`src/rtl/vdiv_arbiter.sv`:
```
// vdiv_arbiter: two-requester round-robin front end for a vector divider.
// Grants one operation at a time, latches the winner's configuration and
// sequences IDLE -> LAUNCH -> RUN -> DONE around the divider's busy flag.
// Optional watchdog abort is compiled in with `define VDIV_ARB_TIMEOUT_EN.
module vdiv_arbiter #(
    parameter int DATA_WIDTH = 32,
    parameter int MVL        = 32,
    parameter int VLR_W      = 6,
    parameter int TIMEOUT    = 1024
) (
    input  logic                       clk,
    input  logic                       rst,
    input  logic [1:0]                 req,
    input  logic [1:0]                 req_op_div,
    input  logic [1:0][1:0]            req_cont_esc,
    input  logic [1:0][DATA_WIDTH:0]   req_op_esc,
    input  logic [1:0][MVL-1:0]        req_mask,
    input  logic [1:0][VLR_W-1:0]      req_vlr,
    output logic [1:0]                 grant,
    output logic [1:0]                 done,
    output logic                       div_start,
    output logic                       div_op_div,
    output logic [1:0]                 div_cont_esc,
    output logic [DATA_WIDTH:0]        div_op_esc,
    output logic [MVL-1:0]             div_mask,
    output logic [VLR_W-1:0]           div_vlr,
    input  logic                       div_busy,
    output logic                       timeout
);

    typedef enum logic [1:0] {
        ST_IDLE   = 2'd0,
        ST_LAUNCH = 2'd1,
        ST_RUN    = 2'd2,
        ST_DONE   = 2'd3
    } state_t;

    localparam int TO_W = $clog2(TIMEOUT + 1);

    state_t r_state;
    state_t w_next;
    logic   r_last;       // index of the requester served most recently
    logic   r_owner;      // requester that owns the in-flight operation
    logic   r_run_first;  // first RUN cycle: busy has not risen yet
    logic   w_win;
    logic   w_grant_v;
    logic   w_to;

    // Round-robin pick: on a tie the requester not served last wins.
    always_comb begin
        w_win = 1'b0;
        if (req == 2'b11) begin
            w_win = ~r_last;
        end else if (req[1]) begin
            w_win = 1'b1;
        end else begin
            w_win = 1'b0;
        end
    end

    assign w_grant_v = (r_state == ST_IDLE) && (req != 2'b00) && !div_busy;

`ifdef VDIV_ARB_TIMEOUT_EN
    logic [TO_W-1:0] r_to_cnt;

    // Watchdog counter: cleared in LAUNCH, counts every RUN cycle.
    always_ff @(posedge clk) begin
        if (rst) begin
            r_to_cnt <= '0;
        end else if (r_state == ST_LAUNCH) begin
            r_to_cnt <= '0;
        end else if (r_state == ST_RUN) begin
            r_to_cnt <= r_to_cnt + TO_W'(1);
        end else begin
            r_to_cnt <= r_to_cnt;
        end
    end

    assign w_to = (r_state == ST_RUN) && (r_to_cnt == TO_W'(TIMEOUT - 1));
`else
    logic [TO_W-1:0] w_unused_to_limit;
    assign w_unused_to_limit = TO_W'(TIMEOUT - 1);
    assign w_to = 1'b0;
`endif

    // State register.
    always_ff @(posedge clk) begin
        if (rst) begin
            r_state <= ST_IDLE;
        end else begin
            r_state <= w_next;
        end
    end

    // Next-state logic; a zero-length request goes straight to DONE.
    always_comb begin
        w_next = r_state;
        case (r_state)
            ST_IDLE: begin
                if (w_grant_v) begin
                    if (req_vlr[w_win] == {VLR_W{1'b0}}) begin
                        w_next = ST_DONE;
                    end else begin
                        w_next = ST_LAUNCH;
                    end
                end else begin
                    w_next = ST_IDLE;
                end
            end
            ST_LAUNCH: w_next = ST_RUN;
            ST_RUN: begin
                if (w_to) begin
                    w_next = ST_IDLE;
                end else if (!r_run_first && !div_busy) begin
                    w_next = ST_DONE;
                end else begin
                    w_next = ST_RUN;
                end
            end
            ST_DONE: w_next = ST_IDLE;
            default: w_next = ST_IDLE;
        endcase
    end

    // Outputs decoded from state, owner and the live grant decision.
    always_comb begin
        grant     = 2'b00;
        done      = 2'b00;
        div_start = 1'b0;
        timeout   = w_to;
        if (w_grant_v) begin
            grant = w_win ? 2'b10 : 2'b01;
        end else begin
            grant = 2'b00;
        end
        if ((r_state == ST_DONE) || w_to) begin
            done = r_owner ? 2'b10 : 2'b01;
        end else begin
            done = 2'b00;
        end
        if (r_state == ST_LAUNCH) begin
            div_start = 1'b1;
        end else begin
            div_start = 1'b0;
        end
    end

    // Marks the first RUN cycle so busy is only trusted from the second.
    always_ff @(posedge clk) begin
        if (rst) begin
            r_run_first <= 1'b0;
        end else begin
            r_run_first <= (r_state == ST_LAUNCH);
        end
    end

    // Capture winner configuration, owner and round-robin pointer at grant.
    always_ff @(posedge clk) begin
        if (rst) begin
            r_last       <= 1'b1;
            r_owner      <= 1'b0;
            div_op_div   <= 1'b0;
            div_cont_esc <= 2'b00;
            div_op_esc   <= '0;
            div_mask     <= '0;
            div_vlr      <= '0;
        end else if (w_grant_v) begin
            r_last       <= w_win;
            r_owner      <= w_win;
            div_op_div   <= req_op_div[w_win];
            div_cont_esc <= req_cont_esc[w_win];
            div_op_esc   <= req_op_esc[w_win];
            div_mask     <= req_mask[w_win];
            div_vlr      <= req_vlr[w_win];
        end else begin
            r_last       <= r_last;
            r_owner      <= r_owner;
            div_op_div   <= div_op_div;
            div_cont_esc <= div_cont_esc;
            div_op_esc   <= div_op_esc;
            div_mask     <= div_mask;
            div_vlr      <= div_vlr;
        end
    end

endmodule
```
`config.mk`:
```
export PLATFORM = sky130hd
export DESIGN_NAME = vdiv_arbiter
export DESIGN_NICKNAME = d
export VERILOG_FILES = /design/src/rtl/vdiv_arbiter.sv
export SDC_FILE = /design/constraint.sdc
export NUM_CORES = 1
export LEC_CHECK = 0
export BUFFER_PORTS_ARGS = -buffer_cell sky130_fd_sc_hd__buf_2
export CORE_MARGIN = 2
export CORE_UTILIZATION = 35
export DETAILED_ROUTE_END_ITERATION = 8
export PLACE_DENSITY = 0.69
export SLEW_MARGIN = 20
export SYNTH_ARGS = -nofsm -noshare
export SYNTH_HDL_FRONTEND = slang
export SYNTH_SLANG_ARGS = --single-unit
```
`constraint.sdc`:
```
create_clock -name clk -period 1.4 [get_ports clk]
set_input_delay 0.21 -clock clk [delete_from_list [all_inputs] [get_ports clk]]
set_output_delay 0.21 -clock clk [all_outputs]
set_load 0.1 [all_outputs]
```
Yosys cells after proc, flatten, opt, wreduce, memory -nomap -nowiden
Index checks and enable logic that the tools add are counted.
{"block": "op_classes", "eq_ne": 4, "div_mod_pow": 0, "add_sub_neg": 0, "n_mul": 0, "n_mux": 21, "bitwise_logic": 1, "shifts": 0, "reduce_logical": 8, "magnitude_cmp": 1}
{"cell": "33-bit 2-to-1 mux", "count": 2}
{"cell": "32-bit 2-to-1 mux", "count": 2}
{"cell": "2-bit 2-to-1 mux", "count": 8}
{"cell": "6-bit 2-to-1 mux", "count": 2}
{"cell": "2-bit case mux with 4 select lines", "count": 1}
{"cell": "2-bit == test (second input constant)", "count": 3}
{"cell": "6-bit logical NOT", "count": 1}
{"cell": "1-bit 2-to-1 mux", "count": 6}
{"cell": "1-bit logical AND", "count": 3}
{"cell": "2-bit by 1-bit == test with 1-bit output (second input constant)", "count": 1}
{"cell": "1-bit logical NOT", "count": 2}
{"cell": "2-bit logical NOT", "count": 1}
{"cell": "1-bit by 2-bit less-than comparator with 1-bit output (second input constant)", "count": 1}
{"cell": "2-bit nonzero test", "count": 1}
{"cell": "1-bit NOT", "count": 1}
{"block": "word_totals", "ff_bits": 79, "latch_bits": 0, "memories": 0, "ramBits": 0, "wordCells": 44, "mem_bits_ro": 0}

Logic depth before layout (Yosys ltp)
{"block": "depth", "depth_word": 8, "ltp_mapped": 8, "mapped_depth_nobuf": 5}

Worst setup path after synthesis
OpenSTA, ideal clock, no wires.
{"block": "synth_path", "path_kind": "register to output", "from": "reg r_last", "to": "out grant[0]", "t_required_ps": 1190, "stages_incl_launch_ff": 5, "arrival_time_ps": 1965, "slack_ps": -775, "path_buffers": 2, "path_cell_list": "dfxtp_1 -> a21boi_2 -> buf_4 -> buf_4 -> nor2_1"}
{"block": "synth_between", "elab_chain_cells": 4}
{"item": "from (decl)", "line": "42", "text": "logic r_last;"}
{"item": "from (signal assigned)", "line": "168", "text": "r_last <= w_win;"}
{"item": "from (signal assigned)", "line": "176", "text": "r_last <= r_last;"}
{"item": "1-bit NOT", "line": "53", "text": "w_win = ~r_last;"}
{"item": "1-bit 2-to-1 mux", "line": "52", "text": "if (req == 2'b11) begin"}
{"item": "2-bit 2-to-1 mux", "line": "132", "text": "grant = w_win ? 2'b10 : 2'b01;"}
{"item": "2-bit 2-to-1 mux", "line": "131", "text": "if (w_grant_v) begin"}
{"item": "to (decl)", "line": "19", "text": "output logic [1:0] grant,"}
No other way between the ends.

Final worst setup path
{"block": "layout_path", "from": "reg r_state[1]", "to": "out grant[1]"}
{"block": "layout_between", "elab_chain_cells": 4}
{"item": "from (decl)", "line": "40", "text": "state_t r_state;"}
{"item": "from (signal assigned)", "line": "91", "text": "r_state <= w_next;"}
{"item": "2-bit logical NOT", "line": "61", "text": "assign w_grant_v = (r_state == ST_IDLE) && (req != 2'b00) && !div_busy;"}
{"item": "1-bit logical AND (2 in series)", "line": "61"}
{"item": "2-bit 2-to-1 mux", "line": "131"}
No other way between the ends.

==> flow_summary_export.csv <==
group,metric,value,unit
status,outcome,"finished with violations",
status,failed_checks,"negative setup slack",
yosys,yosys.area.top_type,"sky130_fd_sc_hd__dfxtp_1",
final_layout,area_grow_syn2layout,58.31,%
final_layout,final.fill_count,859,
global_route,grt_residual_overflow,0,
global_route,first_global_vias,3662,
yosys,synth-async-reset-ratio,0,
final_layout,final_net_count,766,
power,power.sequential.fraction,0.361,
critical_path,kind_of_critical_path,"flip-flop to output port",
critical_path,arrival,1390,ps
power,clk_pwr_share,0.233,
die,rows,36,
global_route,antenna_found_initial,2,
timing,final-max-slew-violation-count,0,
die,chipHeight,105.3,um
yosys,postSynth.topFlopCell,"sky130_fd_sc_hd__dfxtp_1",
cts,worstSkewPairLatency,340,ps
yosys,most_frequent_cells_after_synthesis,"sky130_fd_sc_hd__dfxtp_1 (79), sky130_fd_sc_hd__nor2_1 (76), sky130_fd_sc_hd__a211oi_1 (74), sky130_fd_sc_hd__mux2i_1 (74), sky130_fd_sc_hd__clkbuf_1 (13)",
global_route,tot_gr_track_use,0.1921,
power,switching_power,3.029,mW
power,post-layout-total-power,7.059,mW
cts,root_buffer,"sky130_fd_sc_hd__clkbuf_8",
yosys,yosysSeqAreaShare,0.4403,
timing,maxClockFrequency,0.6241,GHz
yosys,post_synth_inst_count,369,
cts,cts_sinks,79,
yosys,syn_nets,527,
place,hpwl,7.791,mm
yosys,post-synth-top-area-fraction,0.4403,
timing,finalWorstSetupSlack,-202.3,ps
timing,rsz0062_at_grt,"yes",
global_route,grt_start_max_net_pins,39,
detailed_routing,wire_per_inst,14.97,um
cts,tritoncts.num_buffers,9,
yosys,synthTopCellsByArea,"sky130_fd_sc_hd__dfxtp_1 (44%), sky130_fd_sc_hd__mux2i_1 (21%), sky130_fd_sc_hd__a211oi_1 (15%), sky130_fd_sc_hd__nor2_1 (7.9%), sky130_fd_sc_hd__ha_1 (1.7%)",
timing,setup_viol_count_final,80,
detailed_routing,detailroute.via_count,3649,
yosys,synthDistinctLibCells,26,
yosys,synthesis_stage_register_bit_count,79,
power,internal-power,4.030,mW
power,comb_power_share,0.407,
cts,max-clock-path-buffers,2,
job,cap_violations,0,
timing,worst_pin_slew,515.3,ps
timing,slew_headroom,0.6533,
timing,final-hold-violation-count,0,
place,globalplace.congestion,0.7588,
die,io-pin-count,233,
die,die_w,105.3,um
yosys,yosysMostFrequentCell,"sky130_fd_sc_hd__dfxtp_1",
critical_path,critPathMaxFanout,3,
yosys,postSynthAreaPerCell,9.735,um^2
detailed_routing,route.detailed.vias_per_inst,4.891,
timing,min_period_over_period,1.144,
die,placeableCoreArea,9864,um^2
power,ir_drop,0.0004996,V
yosys,mappedNetlistArea,3592,um^2
yosys,yosysWarnings,0,
power,power_leakage,2.635,nW
cts,cts_max_level,3,
die,die-area,11090,um^2
timing,clock-skew-final,8.464,ps
cts,cts_tree,"built",
power,powerDensity,1241,nW/um^2
critical_path,cp-start-kind,"flip-flop",
power,switching_share,0.4291,
detailed_routing,remaining_drc_errors,0,
detailed_routing,postRouteAntennaNets,0,
final_layout,drive_gt1_frac,0.5229,
final_layout,final_core_density,0.5765,
detailed_routing,detailedRoute.firstPassIterationCount,4,
place,io_buffer_count,231,
timing,tns,-7818,ps
cts,cts.reportedPaths.clkPinSlew,80,ps
cts,post_cts_hold_buffer_count,0,
die,initial_core_util,0.3642,
detailed_routing,dr.first_iter.drc_count,132,
critical_path,worst_ep_required_time,1190,ps
hold_path,min_path_type,"primary input to flip-flop",
yosys,synth-edff-count,0,
global_route,first_pass_grt_wire_length,17.08,mm
timing,timing.final.crit_period,1602,ps
critical_path,endpoint_kind,"output port",
detailed_routing,route.final.wire_length,11.17,mm
==> worst paths after layout <==
check,from,to,slack (ps),cells after the start
setup / recovery,r_state[1],grant[1],-200,6
setup reg to reg,r_state[1],div_mask[31],-130,6
hold / removal,div_busy,r_state[0],160,3
hold reg to reg,div_vlr[4],div_vlr[4],500,2
==> registers in the layout, indices dropped and copies added, names as in the netlist <==
register      flops
div_op_esc       33
div_mask         32
div_vlr           6
div_cont_esc      2
r_state           2
div_op_div        1
r_last            1
r_owner           1
r_run_first       1
==> per-stage QoR <==
stage          instances  hold WS, ps  cell area (um^2)  worst slack, ps
6_report             746        156.8              5687           -202.3
5_1_grt              746        156.0              5687           -255.5
4_1_cts              741        140.4              5534           -205.2
3_5_place_dp         714        487.7              5069           -71.01
3_3_place_gp         714        483.1              5069           -58.85
2_1_floorplan        369        394.8              3662           -152.5
==> power groups by stage <==
| stage | Clock (mW) | Sequential [mW] | Combinational [mW] |
|---|---|---|---|
| 2_1_floorplan | 0 | 3.98 | 0.708 |
| 3_3_place_gp | 0 | 2.59 | 2.65 |
| 3_5_place_dp | 0 | 2.60 | 2.68 |
| 4_1_cts | 1.70 | 2.55 | 2.83 |
| 5_1_grt | 1.80 | 2.57 | 2.99 |
| 6_report | 1.64 | 2.55 | 2.87 |
==> cell usage in the layout (no fill, tap or decap), drive strengths merged <==
| cell | count |
|---|---|
| or4 | 1 |
| nand2 | 4 |
| o211a | 1 |
| clkinvlp | 4 |
| bufinv | 1 |
| a31oi | 1 |
| bufbuf | 1 |
| nor4 | 2 |
| a211oi | 74 |
| inv | 3 |
| and2 | 1 |
| dfxtp | 79 |
| nor2 | 76 |
| o211ai | 1 |
| clkbuf | 9 |
| nor2b | 2 |
| o32ai | 1 |
| a21oi | 3 |
| buf | 263 |
| clkinv | 2 |
| or4b | 1 |
| conb | 1 |
| mux2i | 74 |
| ha | 5 |
| diode | 1 |
| a21boi | 1 |
| nand2b | 1 |
==> layer usage <==
metal / share of wire / vias to the layer above / track usage
met5: 0.00090 / - / 0
met4: 0.015 / 2 / 0.08286
met3: 0.067 / 13 / 0.05380
met2: 0.51 / 145 / 0.3429
met1: 0.41 / 1677 / 0.2117
li1: - / 1812 / -
==> kinds of logic (layout without fill, tap and decap cells) <==
kind of cell	Yosys count	count (layout)	synth area share
simple gates	88	88	0.09892
compound gates	82	82	0.1710
flops	79	79	0.4403
mux	74	74	0.2062
buf+inv	40	283	0.06513
fa+ha+maj	5	5	0.01742
other cells	1	2	0.001044
==> worst max-delay path, cell delays in order (launching register included) <==
cell	delay [ps]
sky130_fd_sc_hd__dfxtp_2	360
sky130_fd_sc_hd__inv_4	50
sky130_fd_sc_hd__ha_4	150
sky130_fd_sc_hd__o211a_4	140
sky130_fd_sc_hd__nand2_4	80
sky130_fd_sc_hd__clkinvlp_4	90
sky130_fd_sc_hd__buf_12	170
==> area by class of cell <==
type	count	area (um^2)	share of cell area
inverter	4	21.27	0.003740
timing repair buffer	264	1717	0.3019
antenna	1	2.502	0.0004400
multi-input combinational	250	2008	0.3531
sequential	79	1585	0.2788
tap	133	166.4	0.02926
clock inverter	6	62.56	0.01100
clock buffer	9	123.9	0.02178
==> timing repair <==
action | CTS | global route
buffers inserted | 7 | 4
pin swaps | 3 | 3
cloned | 5 | 0
endpoints found under the setup margin | 52 | 81
gates resized for setup | 22 | 23
Power figures use the tool's default switching activity.
